===== config.mk =====
export PLATFORM = sky130hd
export DESIGN_NAME = frame_scheduler_flat
export DESIGN_NICKNAME = d
export VERILOG_FILES = /design/src/rtl/frame_scheduler_if.sv /design/src/rtl/frame_scheduler.sv /design/src/flat_wrapper.sv
export SDC_FILE = /design/constraint.sdc
export NUM_CORES = 1
export LEC_CHECK = 0
export CAP_MARGIN = 30
export CORE_ASPECT_RATIO = 1.4
export CORE_MARGIN = 4
export CORE_UTILIZATION = 40
export CTS_CLUSTER_DIAMETER = 150
export CTS_CLUSTER_SIZE = 10
export DETAILED_ROUTE_END_ITERATION = 6
export GPL_ROUTABILITY_DRIVEN = 1
export PLACE_DENSITY_LB_ADDON = 0.05
export SLEW_MARGIN = 25
export SYNTH_ARGS = -nofsm -noshare
export SYNTH_HDL_FRONTEND = slang
export SYNTH_SLANG_ARGS = --single-unit
export TNS_END_PERCENT = 1

===== constraint.sdc =====
create_clock -name clk -period 2.6 [get_ports clk]
set_clock_uncertainty 0.15 [all_clocks]
set_input_delay 0.39 -clock clk [delete_from_list [all_inputs] [get_ports clk]]
set_output_delay 0.39 -clock clk [all_outputs]
set_load 0.01 [all_outputs]

===== src/rtl/frame_scheduler_if.sv =====
// Frame-tick, object mask/done and plot-port grant bundle for frame_scheduler.
// The master side drives ticks and requester handshakes; the slave side is the scheduler.
interface frame_scheduler_if #(
    parameter int N_OBJ = 4
);
    logic             frame_tick;
    logic             enable;
    logic [N_OBJ-1:0] obj_mask;
    logic [N_OBJ-1:0] obj_done;
    logic [N_OBJ-1:0] grant;
    logic             erase;
    logic             update;
    logic             busy;
    logic             frame_overrun;
    logic [7:0]       frame_count;
    logic             timeout_err;

    modport master (
        output frame_tick, enable, obj_mask, obj_done,
        input  grant, erase, update, busy, frame_overrun, frame_count, timeout_err
    );

    modport slave (
        input  frame_tick, enable, obj_mask, obj_done,
        output grant, erase, update, busy, frame_overrun, frame_count, timeout_err
    );
endinterface


===== src/rtl/frame_scheduler.sv =====
// Per-frame erase -> update -> draw sequencer granting the shared plot port one object at a time.
// Optional FRAME_SCHED_TIMEOUT_EN force-completes a grant after TIMEOUT_CYCLES and flags timeout_err.
module frame_scheduler #(
    parameter int N_OBJ          = 4,
    parameter int IDX_W          = 2,
    parameter int TIMEOUT_CYCLES = 1024
) (
    input  logic clk,
    input  logic resetn,
    frame_scheduler_if.slave bus
);
    typedef enum logic [1:0] {S_IDLE, S_ERASE, S_UPDATE, S_DRAW} state_t;

    if ((2 ** IDX_W) < N_OBJ) begin : g_bad_idx_w
        $error("IDX_W too narrow for N_OBJ");
    end
    if (TIMEOUT_CYCLES < 1) begin : g_bad_timeout
        $error("TIMEOUT_CYCLES must be at least 1");
    end

    state_t           state_q, state_d;
    logic [IDX_W-1:0] idx_q, idx_d;
    logic [N_OBJ-1:0] mask_q, mask_d;
    logic [N_OBJ-1:0] grant_q, grant_d;
    logic [7:0]       count_q, count_d;
    logic             erase_q, update_q, busy_q, overrun_q;

    logic phase, phase_d, sel_on, sel_done, gnt_act, slot_done, last, tmo_hit;

    // Current slot's mask and done bit, selected without indexing past N_OBJ
    always_comb begin
        sel_on   = 1'b0;
        sel_done = 1'b0;
        for (int i = 0; i < N_OBJ; i++) begin
            if (idx_q == IDX_W'(i)) begin
                sel_on   = mask_q[i];
                sel_done = bus.obj_done[i];
            end
        end
    end

    assign phase     = (state_q == S_ERASE) || (state_q == S_DRAW);
    assign gnt_act   = phase && sel_on;
    assign slot_done = !sel_on || sel_done || tmo_hit;
    assign last      = (idx_q == IDX_W'(N_OBJ - 1));

    always_comb begin
        state_d = state_q;
        idx_d   = idx_q;
        mask_d  = mask_q;
        count_d = count_q;
        case (state_q)
            S_IDLE: begin
                if (bus.frame_tick && bus.enable) begin
                    state_d = S_ERASE;
                    idx_d   = '0;
                    mask_d  = bus.obj_mask;
                end
            end
            S_ERASE, S_DRAW: begin
                if (slot_done) begin
                    if (last) begin
                        idx_d = '0;
                        if (state_q == S_ERASE) begin
                            state_d = S_UPDATE;
                        end else begin
                            state_d = S_IDLE;
                            count_d = count_q + 8'd1;
                        end
                    end else begin
                        idx_d = idx_q + IDX_W'(1);
                    end
                end
            end
            S_UPDATE: begin
                state_d = S_DRAW;
                idx_d   = '0;
            end
            default: state_d = S_IDLE;
        endcase
    end

    // Outputs are decoded from next state so they register alongside it
    assign phase_d = (state_d == S_ERASE) || (state_d == S_DRAW);

    for (genvar i = 0; i < N_OBJ; i++) begin : g_lane
        assign grant_d[i] = phase_d && mask_d[i] && (idx_d == IDX_W'(i));
    end

    always_ff @(posedge clk) begin
        if (!resetn) begin
            state_q   <= S_IDLE;
            idx_q     <= '0;
            mask_q    <= '0;
            count_q   <= '0;
            grant_q   <= '0;
            erase_q   <= 1'b0;
            update_q  <= 1'b0;
            busy_q    <= 1'b0;
            overrun_q <= 1'b0;
        end else begin
            state_q  <= state_d;
            idx_q    <= idx_d;
            mask_q   <= mask_d;
            count_q  <= count_d;
            grant_q  <= grant_d;
            erase_q  <= (state_d == S_ERASE);
            update_q <= (state_d == S_UPDATE);
            busy_q   <= (state_d != S_IDLE);
            // Ticks while busy are dropped, including one on the final draw done
            if (bus.frame_tick && (state_q != S_IDLE)) begin
                overrun_q <= 1'b1;
            end
        end
    end

`ifdef FRAME_SCHED_TIMEOUT_EN
    localparam int TW = $clog2(TIMEOUT_CYCLES + 1);

    logic [TW-1:0] tmo_q;
    logic          tmo_err_q;

    assign tmo_hit = gnt_act && (tmo_q == TW'(TIMEOUT_CYCLES - 1));

    // Restart on every slot change so each grant rise begins at zero
    always_ff @(posedge clk) begin
        if (!resetn) begin
            tmo_q     <= '0;
            tmo_err_q <= 1'b0;
        end else begin
            if (!gnt_act || slot_done) begin
                tmo_q <= '0;
            end else begin
                tmo_q <= tmo_q + TW'(1);
            end
            if (tmo_hit && !sel_done) begin
                tmo_err_q <= 1'b1;
            end
        end
    end

    assign bus.timeout_err = tmo_err_q;
`else
    assign tmo_hit         = 1'b0;
    assign bus.timeout_err = 1'b0;
`endif

    assign bus.grant         = grant_q;
    assign bus.erase         = erase_q;
    assign bus.update        = update_q;
    assign bus.busy          = busy_q;
    assign bus.frame_overrun = overrun_q;
    assign bus.frame_count   = count_q;
endmodule


===== src/flat_wrapper.sv =====
// flat-port wrapper written by rule: the top's interface ports become plain ports
module frame_scheduler_flat 
#(
    parameter int N_OBJ          = 4,
    parameter int IDX_W          = 2,
    parameter int TIMEOUT_CYCLES = 1024
)
  (clk, resetn, bus_frame_tick, bus_enable, bus_obj_mask, bus_obj_done, bus_grant, bus_erase, bus_update, bus_busy, bus_frame_overrun, bus_frame_count, bus_timeout_err);
  frame_scheduler_if #(.N_OBJ(N_OBJ)) bus_i ();
  input  logic clk;
  input  logic resetn;
  input wire logic [$bits(bus_i.frame_tick)-1:0] bus_frame_tick;
  input wire logic [$bits(bus_i.enable)-1:0] bus_enable;
  input wire logic [$bits(bus_i.obj_mask)-1:0] bus_obj_mask;
  input wire logic [$bits(bus_i.obj_done)-1:0] bus_obj_done;
  output wire logic [$bits(bus_i.grant)-1:0] bus_grant;
  output wire logic [$bits(bus_i.erase)-1:0] bus_erase;
  output wire logic [$bits(bus_i.update)-1:0] bus_update;
  output wire logic [$bits(bus_i.busy)-1:0] bus_busy;
  output wire logic [$bits(bus_i.frame_overrun)-1:0] bus_frame_overrun;
  output wire logic [$bits(bus_i.frame_count)-1:0] bus_frame_count;
  output wire logic [$bits(bus_i.timeout_err)-1:0] bus_timeout_err;
  assign bus_i.frame_tick = bus_frame_tick;
  assign bus_i.enable = bus_enable;
  assign bus_i.obj_mask = bus_obj_mask;
  assign bus_i.obj_done = bus_obj_done;
  assign bus_grant = bus_i.grant;
  assign bus_erase = bus_i.erase;
  assign bus_update = bus_i.update;
  assign bus_busy = bus_i.busy;
  assign bus_frame_overrun = bus_i.frame_overrun;
  assign bus_frame_count = bus_i.frame_count;
  assign bus_timeout_err = bus_i.timeout_err;
  frame_scheduler #(.N_OBJ(N_OBJ), .IDX_W(IDX_W), .TIMEOUT_CYCLES(TIMEOUT_CYCLES)) u_core (.clk(clk), .resetn(resetn), .bus(bus_i));
endmodule

# After elaboration in Yosys (flattened, before gate mapping)
# Cells that the tools add are included.
# Widths: inputs -> output; s select.
[op_classes]
add_sub_neg = 2
n_mul = 0
div = 0
order_cmp = 0
eq_ne = 12
shifts = 0
muxes = 19
bitwise = 1
reduce_logical = 20
[ops]
columns = ["op", "count"]
rows = [
  ["$eq 2x2->1 const B", 8],
  ["$mux 2", 7],
  ["$pmux 2 s3", 2],
  ["$logic_and 1x1->1", 10],
  ["$add 8x1->8 const B", 1],
  ["$eq 2x1->1 const B", 4],
  ["$mux 1", 8],
  ["$mux 4", 2],
  ["$logic_not 2->1", 3],
  ["$reduce_and 4->1", 1],
  ["$reduce_bool 2->1", 2],
  ["$add 2x1->2 const B", 1],
  ["$logic_or 1x1->1", 2],
  ["$reduce_or 2->1", 1],
  ["$logic_not 1->1", 1],
  ["$not 1->1", 1],
]
[word_totals]
register_bits = 24
latch_bits = 0
mem_bits_rw = 0
rom_bits = 0
input_bits = 12
output_inout_bits = 17
word_cells = 63
n_memories = 0

# Longest topological paths before layout
[logic_depth]
depth_word = 13
depth_mapped = 7
ltp_nobuf = 7

# Worst setup path after synthesis
# No wires, ideal clock.
[synth_path]
kind = "register -> register"
startpoint = "register u_core.idx_q[0]"
endpoint = "register u_core.grant_q[0] (netlist: u_core.bus.grant[0])"
setup_ps = 117
arrival_ps = 1665
t_required_ps = 2333
setup_slack_ps = 668
stages_incl_launch_ff = 8
path_buffers = 0
synth_period_minus_slack_ps = 1932
cell_sequence = "dfxtp_1 inv_1 ha_1 nor2b_1 a21o_1 a22oi_1 mux2i_1 and4b_1"
[synth_between]
elab_chain_cells = 13
elab_cells_between_ends = 28
classes_between = "add/sub: 1; eq/ne: 5; mux: 15; reduce/logical: 7"
[synth_rtl]
columns = ["item", "line_no", "text"]
rows = [
  ["from (decl)", "frame_scheduler.sv:22", "logic [IDX_W-1:0] idx_q, idx_d;"],
  ["from (signal assigned)", "frame_scheduler.sv:103", "idx_q <= idx_d;"],
  ["$logic_not 2->1", "frame_scheduler.sv:35", "if (idx_q == IDX_W'(i)) begin"],
  ["$mux 1 (4 in a row)", "frame_scheduler.sv:35", ""],
  ["$logic_not 1->1", "frame_scheduler.sv:44", "assign slot_done = !sel_on || sel_done || tmo_hit;"],
  ["$logic_or 1x1->1", "frame_scheduler.sv:44", ""],
  ["$mux 2", "frame_scheduler.sv:61", "if (slot_done) begin"],
  ["$pmux 2 s3", "frame_scheduler.sv:52", "case (state_q)"],
  ["$eq 2x1->1 or $eq 2x2->1 (tied branches)", "frame_scheduler.sv:84", "assign phase_d = (state_d == S_ERASE) || (state_d == S_DRAW);"],
  ["$logic_or 1x1->1", "frame_scheduler.sv:84", ""],
  ["$logic_and 1x1->1", "frame_scheduler.sv:87", "assign grant_d[i] = phase_d && mask_d[i] && (idx_d == IDX_W'(i));"],
  ["$logic_and 1x1->1 (*)", "frame_scheduler.sv:87", ""],
  ["to (signal assigned)", "frame_scheduler.sv:106", "grant_q <= grant_d;"],
  ["to (decl)", "frame_scheduler.sv:24", "logic [N_OBJ-1:0] grant_q, grant_d;"],
]
# Every way passes the cells marked *; elsewhere a longest branch is shown, timed or not.
# A chain may end at the register's enable or synchronous reset.

# Worst setup path in the final report
# Same ends and word-level chain as after synthesis.

==> flow_summary.toml <==
[sta]
setup_tns_ns = 0
min_period_ns = 2.228
grt_setup_unrepaired = "false"
report.final.hold_viol_count = 0
fmax_ghz = 0.4489
finalSetupViolCount = 0
fin_crit_sh_pct = 85.68
slew_viol_final = 0

[die]
core-area_sq_mm = 0.002670
effective_utilization_at_floorplan_pct = 42.27
chipHeight_microns = 70.85
die_width_microns = 52.89
rows = 22
die_area_sq_mm = 0.003747
boundaryPins = 29

[synthesis]
synth_seq_cells = 24
postSynthNetCount = 135
yosys.area.top_type = "dfxtp_1"
synth_area_per_cell_sq_um = 9.564
syn-cell-area_sq_mm = 0.001129
synthDistinctLibCells = 37
ys_seq_area_share_pct = 42.57
synthCells = 118
yosys-top-cells-area = "dfxtp_1, nor2_1, ha_1, mux2i_1, xor2_1"
synthDominantCellAreaShare_pct = 42.57
yosys_warnings = 0

[drt]
dr.pass1.iters = 4
detailroute.via_count = 877
wirelength_microns = 2273
detail_route.vias_per_cell = 4.819
detail_route.drc_violations = 0
routed_wire_length_per_instance_microns = 12.49
drt_first_iter_violations = 9
detail-route-antenna-nets = 0

[critical_path]
crit_path_start_kind = "flop"
slowest_stage = "dfxtp_1"
critPathKind = "flop to flop"
critical_path_arrival_ns = 2.30
cpPeakStageDelay_ns = 0.42
crit_path_max_fanout = 6
crit_chain = "inv_1 -> ha_1 -> nor2b_1 -> a21o_1 -> a22oi_1 -> mux2i_1 -> and4b_1"
rr_endpoint = "u_core.bus.grant[0]"
data_required_time_at_the_worst_endpoint_ns = 2.67
timing.critical_path.to = "u_core.bus.grant[0]"
worst_r2r_path_depth = 7
r2r_start = "u_core.idx_q[0]"
critical_path.top_delay_family = "simple AND/OR/NAND/NOR gates"
ff2ff_setup_slack_ns = 0.37
cp-end-kind = "flop"
setup.worst_path.start = "u_core.idx_q[0]"
timing.critical_path.buf_inv = 1
worst-path-stages = 7

[power_and_ir_drop]
leakagePower_nw = 0.5557
power.switching_w = 0.0001570
power_density_mw_per_mm2 = 499.0
worst_ir_drop_vdd_mv = 0.3750
switching_share_pct = 21.35
power.internal_w = 0.0005784
share_seq_of_total_power_pct = 52.5
comb_power_share_pct = 11.4
share_clk_of_total_power_pct = 36.1

[clock_network]
h-tree-depth = 1
cts_tree = "yes"
clock_path_buffers = 2
cts_post_setup_buffers_inserted = 0
numCtsBuffers = 3
root_cell_of_the_clock_tree = "clkbuf_4"
cts.hold.buffers_added = 0
cts_resized = 0
cts.reportedPaths.clkPinSlew_ns = 0.13
insertion_delay_ns = 0.31
clkSinkCount = 24

[worst_hold_path]
hold_class = "flop to flop"

[placed_design]
placement.cell_area_sq_mm = 0.001421
dp_hpwl_microns = 1836
gp_congestion = 0.7487
placed_cells_incl_taps = 178
io_buffer_count = 27

[layout]
layout.cell_area.non_filler_sq_mm = 0.001474
num-nets-final = 164
layout.cells.most_common_list = "clkdlybuf4s50_1, dfxtp_1, nor2_1"
finalNonFillerCells = 182
multi_input_comb_area_sq_um = 595.6
layout-drive-gt1-share_pct = 10.27
fill_cells = 261
layout-area-overhead-vs-synth_pct = 30.60
diodes = 0
ff_latch_area_sq_um = 480.5
final_common_cell = "clkdlybuf4s50_1"

[global_routing]
grt_pass1_wl_microns = 3829
grt_start_max_net_pins = 15
number_of_global_route_vias_before_repair = 849
groute.usage.overall_pct = 13.58
grt_antenna_before_repair = 0
gr-total-overflow = 0

[run]
timing.max_cap.violations = 0

[run_status]
outcome = "finished clean"
how the worst min path moves through the flow:
stage / start / to / cells after the start
3_3_place_gp: u_core.bus.frame_overrun / u_core.bus.frame_overrun / 2
4_1_cts: u_core.bus.frame_overrun / u_core.bus.frame_overrun / 2
5_1_grt: u_core.bus.frame_overrun / u_core.bus.frame_overrun / 2
6_report: u_core.bus.frame_overrun / u_core.bus.frame_overrun / 2
3_5_place_dp: u_core.bus.frame_overrun / u_core.bus.frame_overrun / 2
2_1_floorplan: u_core.bus.frame_overrun / u_core.bus.frame_overrun / 2
cell usage after synthesis, drive strengths merged:
master  count
nor3        3
a221oi      1
nor3b       1
nand4       3
nor2b       1
xor2        5
nand3b      2
clkbuf      1
nand2       6
and2        1
nand3       4
o221a       1
nor2       20
and3        1
and4b       2
and4        1
buf         3
a21o        1
ha          5
a21oi       5
inv         5
nor4b       1
or2         1
and2b       1
conb        1
a22oi       3
dfxtp      24
o21ai       4
mux2i       6
xnor2       3
nor4bb      1
clkinv      1
logic make-up after synthesis:
kind of cell | share of synthesized area [%]
flops | 42.57
simple gates | 25.72
compound gates | 9.644
xor+xnor | 6.209
fa+ha+maj | 5.543
buf+inv | 4.655
mux | 5.322
other cells | 0.3323
power groups by stage:
stage               Clock [W]  Sequential, W  Combinational (W)
global placement            0       0.000394          0.0000835
floorplan                   0       0.000392          0.0000517
detailed placement          0       0.000395          0.0000850
CTS                  0.000275       0.000386          0.0000852
finish               0.000265       0.000386          0.0000839
global route         0.000295       0.000388          0.0000924
metal layers:
layer	GRT usage (%)	routed length, microns	vias to the layer above
met5	0	0	-
met4	5.966	38	0
li1	-	-	459
met2	23.20	1197	18
met1	15.88	946	396
met3	2.737	91	4
worst min-delay path, cell delays in order, from the launching register on:
cell     delay (ns)
dfxtp_1        0.33
inv_1          0.05
a21oi_1        0.05
state kept, by name (all words and copies together) (netlist names):
register,count
u_core.bus.grant,4
u_core.bus.frame_count,8
u_core.bus.frame_overrun,1
u_core.bus.busy,1
u_core.bus.erase,1
u_core.idx_q,2
u_core.mask_q,4
u_core.bus.update,1
u_core.state_q,2
layout make-up:
class | count | area share (%)
clock buffers | 3 | 1.528
clock inverters | 1 | 2.037
inverters | 6 | 1.528
multi-input cells | 84 | 40.41
flip-flops and latches | 24 | 32.60
well taps | 36 | 3.056
repair buffers | 28 | 18.85
per-stage QoR:
| stage | hold WS, ns | util, % | power, W | worst slack (ns) |
|---|---|---|---|---|
| after floorplan | 0.3196 | - | 0.0004436 | 0.6684 |
| after global placement | 0.2862 | 53.23 | 0.0004775 | 0.3474 |
| after detailed placement | 0.2967 | 53.23 | 0.0004796 | 0.3310 |
| after CTS | 0.3153 | 55.20 | 0.0007467 | 0.3619 |
| after global routing | 0.3406 | 55.20 | 0.0007751 | 0.2342 |
| final | 0.3099 | 55.20 | 0.0007355 | 0.3723 |
No activity file was read; power rests on OpenSTA's default activity.
